[config.mk]
export PLATFORM = sky130hd
export DESIGN_NAME = cpu_sequencer
export DESIGN_NICKNAME = d
export VERILOG_FILES = /design/src/rtl/cpu_sequencer.sv
export SDC_FILE = /design/constraint.sdc
export NUM_CORES = 1
export LEC_CHECK = 0
export ABC_AREA = 1
export CAP_MARGIN = 20
export CORE_ASPECT_RATIO = 1.1
export CORE_MARGIN = 3
export CORE_UTILIZATION = 29
export CTS_CLUSTER_DIAMETER = 30
export CTS_CLUSTER_SIZE = 28
export DETAILED_ROUTE_END_ITERATION = 16
export HOLD_SLACK_MARGIN = 0.02
export SETUP_SLACK_MARGIN = 0.2
export SLEW_MARGIN = 5
export SYNTH_ARGS = -nofsm -noshare
export SYNTH_HDL_FRONTEND = slang
export SYNTH_SLANG_ARGS = --single-unit
[constraint.sdc]
create_clock -name clk -period 2.7 [get_ports clk]
set_input_delay 0.675 -clock clk [delete_from_list [all_inputs] [get_ports clk]]
set_output_delay 0.675 -clock clk [all_outputs]
set_load 0.02 [all_outputs]
[src/rtl/cpu_sequencer.sv]
// rtl/cpu_sequencer.sv - multi-cycle fetch/operand/memory/execute sequencer for the 6502 core
module cpu_sequencer #(
  parameter logic [15:0] RESET_VECTOR = 16'hFFFC
) (
  input  logic        clk,
  input  logic        rst_n,
  input  logic        rdy,
  input  logic [7:0]  data_in,
  input  logic [1:0]  addr_mode,
  input  logic        pc_load,
  input  logic [15:0] pc_load_val,
  output logic [15:0] addr,
  output logic        rd_en,
  output logic [15:0] pc,
  output logic [7:0]  ir,
  output logic [15:0] operand,
  output logic [7:0]  mem_operand,
  output logic        exec_strobe,
  output logic        sync
);

  typedef enum logic [2:0] {
    RST_LO  = 3'd0,
    RST_HI  = 3'd1,
    FETCH   = 3'd2,
    OPER_LO = 3'd3,
    OPER_HI = 3'd4,
    MEM_RD  = 3'd5,
    EXEC    = 3'd6
  } state_t;

  localparam logic [1:0] MODE_IMPL = 2'd0;
  localparam logic [1:0] MODE_IMM  = 2'd1;
  localparam logic [1:0] MODE_ZP   = 2'd2;
  localparam logic [1:0] MODE_ABS  = 2'd3;

  // High byte of the vector; the add truncates to 16 bits, so FFFF wraps to 0000.
  localparam logic [15:0] RESET_VECTOR_HI = RESET_VECTOR + 16'd1;

  state_t      r_state;
  state_t      w_state_next;
  logic [15:0] r_pc;
  logic [7:0]  r_ir;
  logic [15:0] r_operand;
  logic [7:0]  r_mem_operand;
  // Addressing mode captured with the opcode so MEM_RD addressing has no input path.
  logic [1:0]  r_mode;

  // State register; reset aborts any instruction in flight.
  always_ff @(posedge clk or negedge rst_n) begin
    if (!rst_n) begin
      r_state <= RST_LO;
    end else begin
      r_state <= w_state_next;
    end
  end

  // Next-state selection; a stalled memory (rdy=0) freezes the sequence.
  always_comb begin
    w_state_next = r_state;
    if (rdy) begin
      case (r_state)
        RST_LO:  w_state_next = RST_HI;
        RST_HI:  w_state_next = FETCH;
        FETCH:   w_state_next = (addr_mode == MODE_IMPL) ? EXEC : OPER_LO;
        OPER_LO: begin
          case (r_mode)
            MODE_IMM: w_state_next = EXEC;
            MODE_ZP:  w_state_next = MEM_RD;
            MODE_ABS: w_state_next = OPER_HI;
            default:  w_state_next = EXEC;
          endcase
        end
        OPER_HI: w_state_next = MEM_RD;
        MEM_RD:  w_state_next = EXEC;
        EXEC:    w_state_next = FETCH;
        default: w_state_next = RST_LO;
      endcase
    end
  end

  // Bus-facing outputs decoded from state and registers only.
  always_comb begin
    addr        = r_pc;
    rd_en       = 1'b1;
    sync        = 1'b0;
    exec_strobe = 1'b0;
    case (r_state)
      RST_LO:  addr = RESET_VECTOR;
      RST_HI:  addr = RESET_VECTOR_HI;
      FETCH:   sync = 1'b1;
      MEM_RD:  addr = (r_mode == MODE_ZP) ? {8'h00, r_operand[7:0]} : r_operand;
      EXEC: begin
        rd_en       = 1'b0;
        exec_strobe = 1'b1;
      end
      default: addr = r_pc;
    endcase
  end

  // Datapath registers: PC, opcode, operand bytes and ALU memory operand.
  always_ff @(posedge clk or negedge rst_n) begin
    if (!rst_n) begin
      r_pc          <= 16'h0000;
      r_ir          <= 8'h00;
      r_operand     <= 16'h0000;
      r_mem_operand <= 8'h00;
      r_mode        <= MODE_IMPL;
    end else if (rdy) begin
      case (r_state)
        RST_LO: r_pc[7:0]  <= data_in;
        RST_HI: r_pc[15:8] <= data_in;
        FETCH: begin
          r_ir   <= data_in;
          r_mode <= addr_mode;
          r_pc   <= r_pc + 16'd1;
        end
        OPER_LO: begin
          r_operand[7:0] <= data_in;
          r_pc           <= r_pc + 16'd1;
          if (r_mode == MODE_IMM) begin
            r_mem_operand <= data_in;
          end
        end
        OPER_HI: begin
          r_operand[15:8] <= data_in;
          r_pc            <= r_pc + 16'd1;
        end
        MEM_RD: r_mem_operand <= data_in;
        EXEC: begin
          if (pc_load) begin
            r_pc <= pc_load_val;
          end
        end
        default: r_pc <= r_pc;
      endcase
    end
  end

  assign pc          = r_pc;
  assign ir          = r_ir;
  assign operand     = r_operand;
  assign mem_operand = r_mem_operand;

endmodule

# After elaboration in Yosys (flattened, before gate mapping)
# Index checks and enable logic that the tools add are counted.
# classes
n_mux	13
n_eq_ne	11
add_sub_neg	1
n_reduce_logical	13
# op_table
op	count
$pmux W16 S3	1
$pmux W8 S3	2
$mux W16	2
$pmux W3 S6	1
$add A16 B1 Y16 const B	1
$pmux W8 S2	1
$eq A3 B3 Y1 const B	3
$reduce_and A3 Y1	3
$mux W8	1
$eq A3 B2 Y1 const B	2
$reduce_and A2 Y1	3
$reduce_bool A3 Y1	2
$eq A2 B2 Y1 const B	2
$ne A2 B2 Y1 const B	2
$pmux W2 S2	1
$eq A3 B1 Y1 const B	1
$logic_not A3 Y1	1
$mux W1	3
$mux W3	1
$reduce_or A3 Y1	1
$eq A2 B1 Y1 const B	1
$logic_not A2 Y1	1
$reduce_bool A2 Y1	1
$reduce_or A2 Y1	1
# word_totals
word_cells	46
out_inout_bits	67
input_bits	30
reg_bits	53

# Longest topological paths before layout
# depth
word_depth	4
ltp_mapped	9
depth_no_buf	9

# Worst setup path before layout
# OpenSTA, ideal clock, no wires.
# synth_path
path_kind	register -> output
startpoint	register r_state[2]
endpoint	output addr[0]
path_buffers	1
path_stages_with_launch	6
arrival_time_ns	1.408
setup_slack_ns	0.617
t_required_ns	2.025
cell_sequence	dfrtp_1 -> inv_4 -> nand2_2 -> nand2_1 -> buf_2 -> o21ai_0
# synth_between
elab_chain_len	2
# synth_rtl
element	line	text
start, declared	40	state_t r_state;
start signal, assigned	54	r_state <= w_state_next;
$eq A3 B3 Y1, or another cell as far along	88	case (r_state)
$pmux W16 S3 (*)	88	
end, declared	12	output logic [15:0] addr,
# Every way passes the cells marked *; elsewhere a longest branch is shown, timed or not.

# Worst setup path in the final report
# layout_path
startpoint	register r_state[2]
endpoint	output rd_en
# layout_between
elab_chain_len	2
# layout_rtl
element	line	text
$eq A3 B3 Y1	88	
$mux W1	88	
end, declared	13	output logic rd_en,
# No other way between the ends.

==> flow_metrics.tcl <==
set metrics [dict create \
    die_w_um 105 \
    ys.flop_type "dfrtp_1" \
    yosysMostFrequentCell "nand2_1" \
    grt_overflow 0 \
    cp-end-kind "primary output" \
    ys_top_cells_by_area "dfrtp_1, nand2_1, o21ai_0" \
    cts_tree "done" \
    rows 39 \
    worst_pin_slew_ps 706 \
    met2WireLength_mm 5.28 \
    synth_cells 424 \
    ys_types 34 \
    crit_required_ps 2030 \
    cts_sinks 53 \
    slew_violations 0 \
    grt_pass1_wl_mm 16.7 \
    holdPathEnd "mem_operand[4]$_DFFE_PN0P_" \
    fin_crit_sh_pct 89.5 \
    final_area_mm2 0.00438 \
    start_util_pct 29.9 \
    synth_mux_area_share_pct 0 \
    dp_hpwl_mm 8.16 \
    via_per_inst 4.78 \
    globalplace.congestion 0.870 \
    yosysWarnings 0 \
    placed_area_mm2 0.00422 \
    holdCritStartpoint "mem_operand[4]$_DFFE_PN0P_" \
    synthXorXnorAreaFrac_pct 0 \
    drt_wl_total_mm 10.7 \
    synthSimpleGateAreaFrac_pct 32.1 \
    arrival_ps 1740 \
    layout.nets 555 \
    design.die.area_mm2 0.0121 \
    p_leak_uw 0.00213 \
    ys_seq_area_share_pct 42.5 \
    clock_path_buffers 2 \
    root_buffer "clkbuf_16" \
    grt_util_all_layers_pct 17.6 \
    max_freq_mhz 414 \
    wl_met3_um 761 \
    netlist_top_cells_count "nand2_1, dfrtp_1, inv_1" \
    timing.rr.start "r_state[1]$_DFFE_PN0P_" \
    postCtsHoldBufs 0 \
    drtIter0Drc 219 \
    grt_max_degree 54 \
    clkSlewWorstSetupHoldPaths_ps 80 \
    cts_made_buffers 5 \
    first_global_vias 3193 \
    rsz0062_at_grt "yes" \
    die_y_um 115 \
    wl_per_cell_um 16.0 \
    maxSlewHeadroom_pct 52.9 \
    synth_nets 455 \
    highest_layer "met4" \
    ir_worst_vdd_mv 0.516 \
    post-route-util_pct 41.9 \
    yosys.area_share.adder_pct 0.400 \
    drt-met1-wl_mm 4.44 \
    rr_endpoint "operand[15]$_DFFE_PN0P_" \
    area_growth_pct 40.2 \
    ys_async_sr_fraction_pct 100 \
    synth_compound_area_share_pct 15.8 \
    setup_viol 0 \
    fin_worst_skew_ps 2.71 \
    synth_top_family_by_area "simple AND/OR/NAND/NOR gates" \
    vias 3194 \
    rrSetupSlack_ps 980 \
    crit_type "register to primary output" \
    cp_max_fo 8 \
    diodes 0 \
    mappedNetlistArea_mm2 0.00312 \
    io_buffers 96 \
    startpoint_type "register" \
    synth_enable_flop_cells 0 \
    drive_gt1_share_pct 10.7 \
    whs_path_depth 2 \
    cap_viol_max_count 0 \
    fillCellCount 1121 \
    clk_latency_ps 300 \
    post-route-min-period_ps 2420 \
    powerDensity_mw_per_mm2 1320 \
    antenna_found_initial 0 \
    yosys.area.top_type_share_pct 42.5 \
    rr_worst_depth 4 \
    coreArea_mm2 0.0104 \
    first_pass_iters 5 \
    ios 97 \
    detail-route-antenna-nets 0 \
    status "finished, final reports clean" \
    final-hold-violation-count 0 \
    hp-class "register to register" \
    synth.avg_cell_area_um2 7.37 \
    drc 0 \
    synth.largest_area_cell "dfrtp_1" \
    ys_ff_latch 53 \
    fin_setup_tns_ps 0 \
    htreeDepth 2 \
]
power breakdown:
group          leakage (uW)  internal [uW]  switching (uW)
clock network     0.0000763            357             331
logic               0.00140           1410            2090
registers          0.000649           1170             425
how the worst max path moves through the flow:
stage	slack, ps	end	startpoint	depth (start not counted)
2_1_floorplan	620	addr[0]	r_state[2]$_DFFE_PN0P_	5
3_3_place_gp	290	addr[0]	r_state[1]$_DFFE_PN0P_	6
3_5_place_dp	250	addr[1]	r_state[1]$_DFFE_PN0P_	6
4_1_cts	220	exec_strobe	r_state[2]$_DFFE_PN0P_	4
5_1_grt	190	addr[9]	r_state[1]$_DFFE_PN0P_	7
6_report	280	rd_en	r_state[2]$_DFFE_PN0P_	5
stage by stage:
| stage | hold WS, ps | worst slack, ps | power [uW] | std cells |
|---|---|---|---|---|
| 2_1_floorplan | 379 | 617 | 3630 | 424 |
| 3_5_place_dp | 470 | 251 | 5200 | 657 |
| 4_1_cts | 487 | 219 | 5790 | 665 |
| 6_report | 484 | 283 | 5790 | 668 |
| 5_1_grt | 530 | 191 | 6220 | 668 |
| 3_3_place_gp | 467 | 293 | 5130 | 657 |
sequential cells by signal, summed over array words and instances, names as in the netlist:
signal / count
operand: 16
pc: 16
ir: 8
mem_operand: 8
r_state: 3
r_mode: 2
routing by layer:
| metal | GRT usage [%] | vias to the layer above |
|---|---|---|
| met5 | 0 | - |
| met4 | 4.99 | 0 |
| met3 | 4.44 | 17 |
| met2 | 30.0 | 111 |
| met1 | 22.2 | 1509 |
| li1 | - | 1557 |
logic make-up after synthesis:
family	after synthesis
and+or+nand+nor	226
AOI/OAI and AO/OA	78
buffers and inverters	66
DFF	53
adders and majority gates	1
critical path, cell delays in order, from the launching register on:
cell	delay (ps)
dfrtp_2	440
inv_4	60
buf_4	210
nor2_8	80
inv_1	60
clkdlybuf4s50_1	600
timing repair:
action,4_1_cts,5_1_grt
buffers inserted,0,3
resized for setup,18,9
endpoints found under the setup margin,18,18
final cells by class:
cell class,instances,area [um2],share of cell area (%)
clock buffers,5,125,2.86
multi-input cells,305,1510,34.5
repair buffers,104,996,22.7
flip-flops and latches,53,1330,30.4
inverters,55,211,4.83
clock inverters,3,28.8,0.657
well taps,143,179,4.09
cell usage in the layout, fill, tap and decap left out, types with 8 or more instances in the layout:
master,instances
nand2_1,142
clkdlybuf4s50_1,78
inv_1,49
o21ai_0,40
o21ai_2,9
dfrtp_1,50
nor2_1,32
dlygate4sd2_1,13
nand3_1,35
buf_4,8
Note: power is estimated with default switching activity, not from simulation.
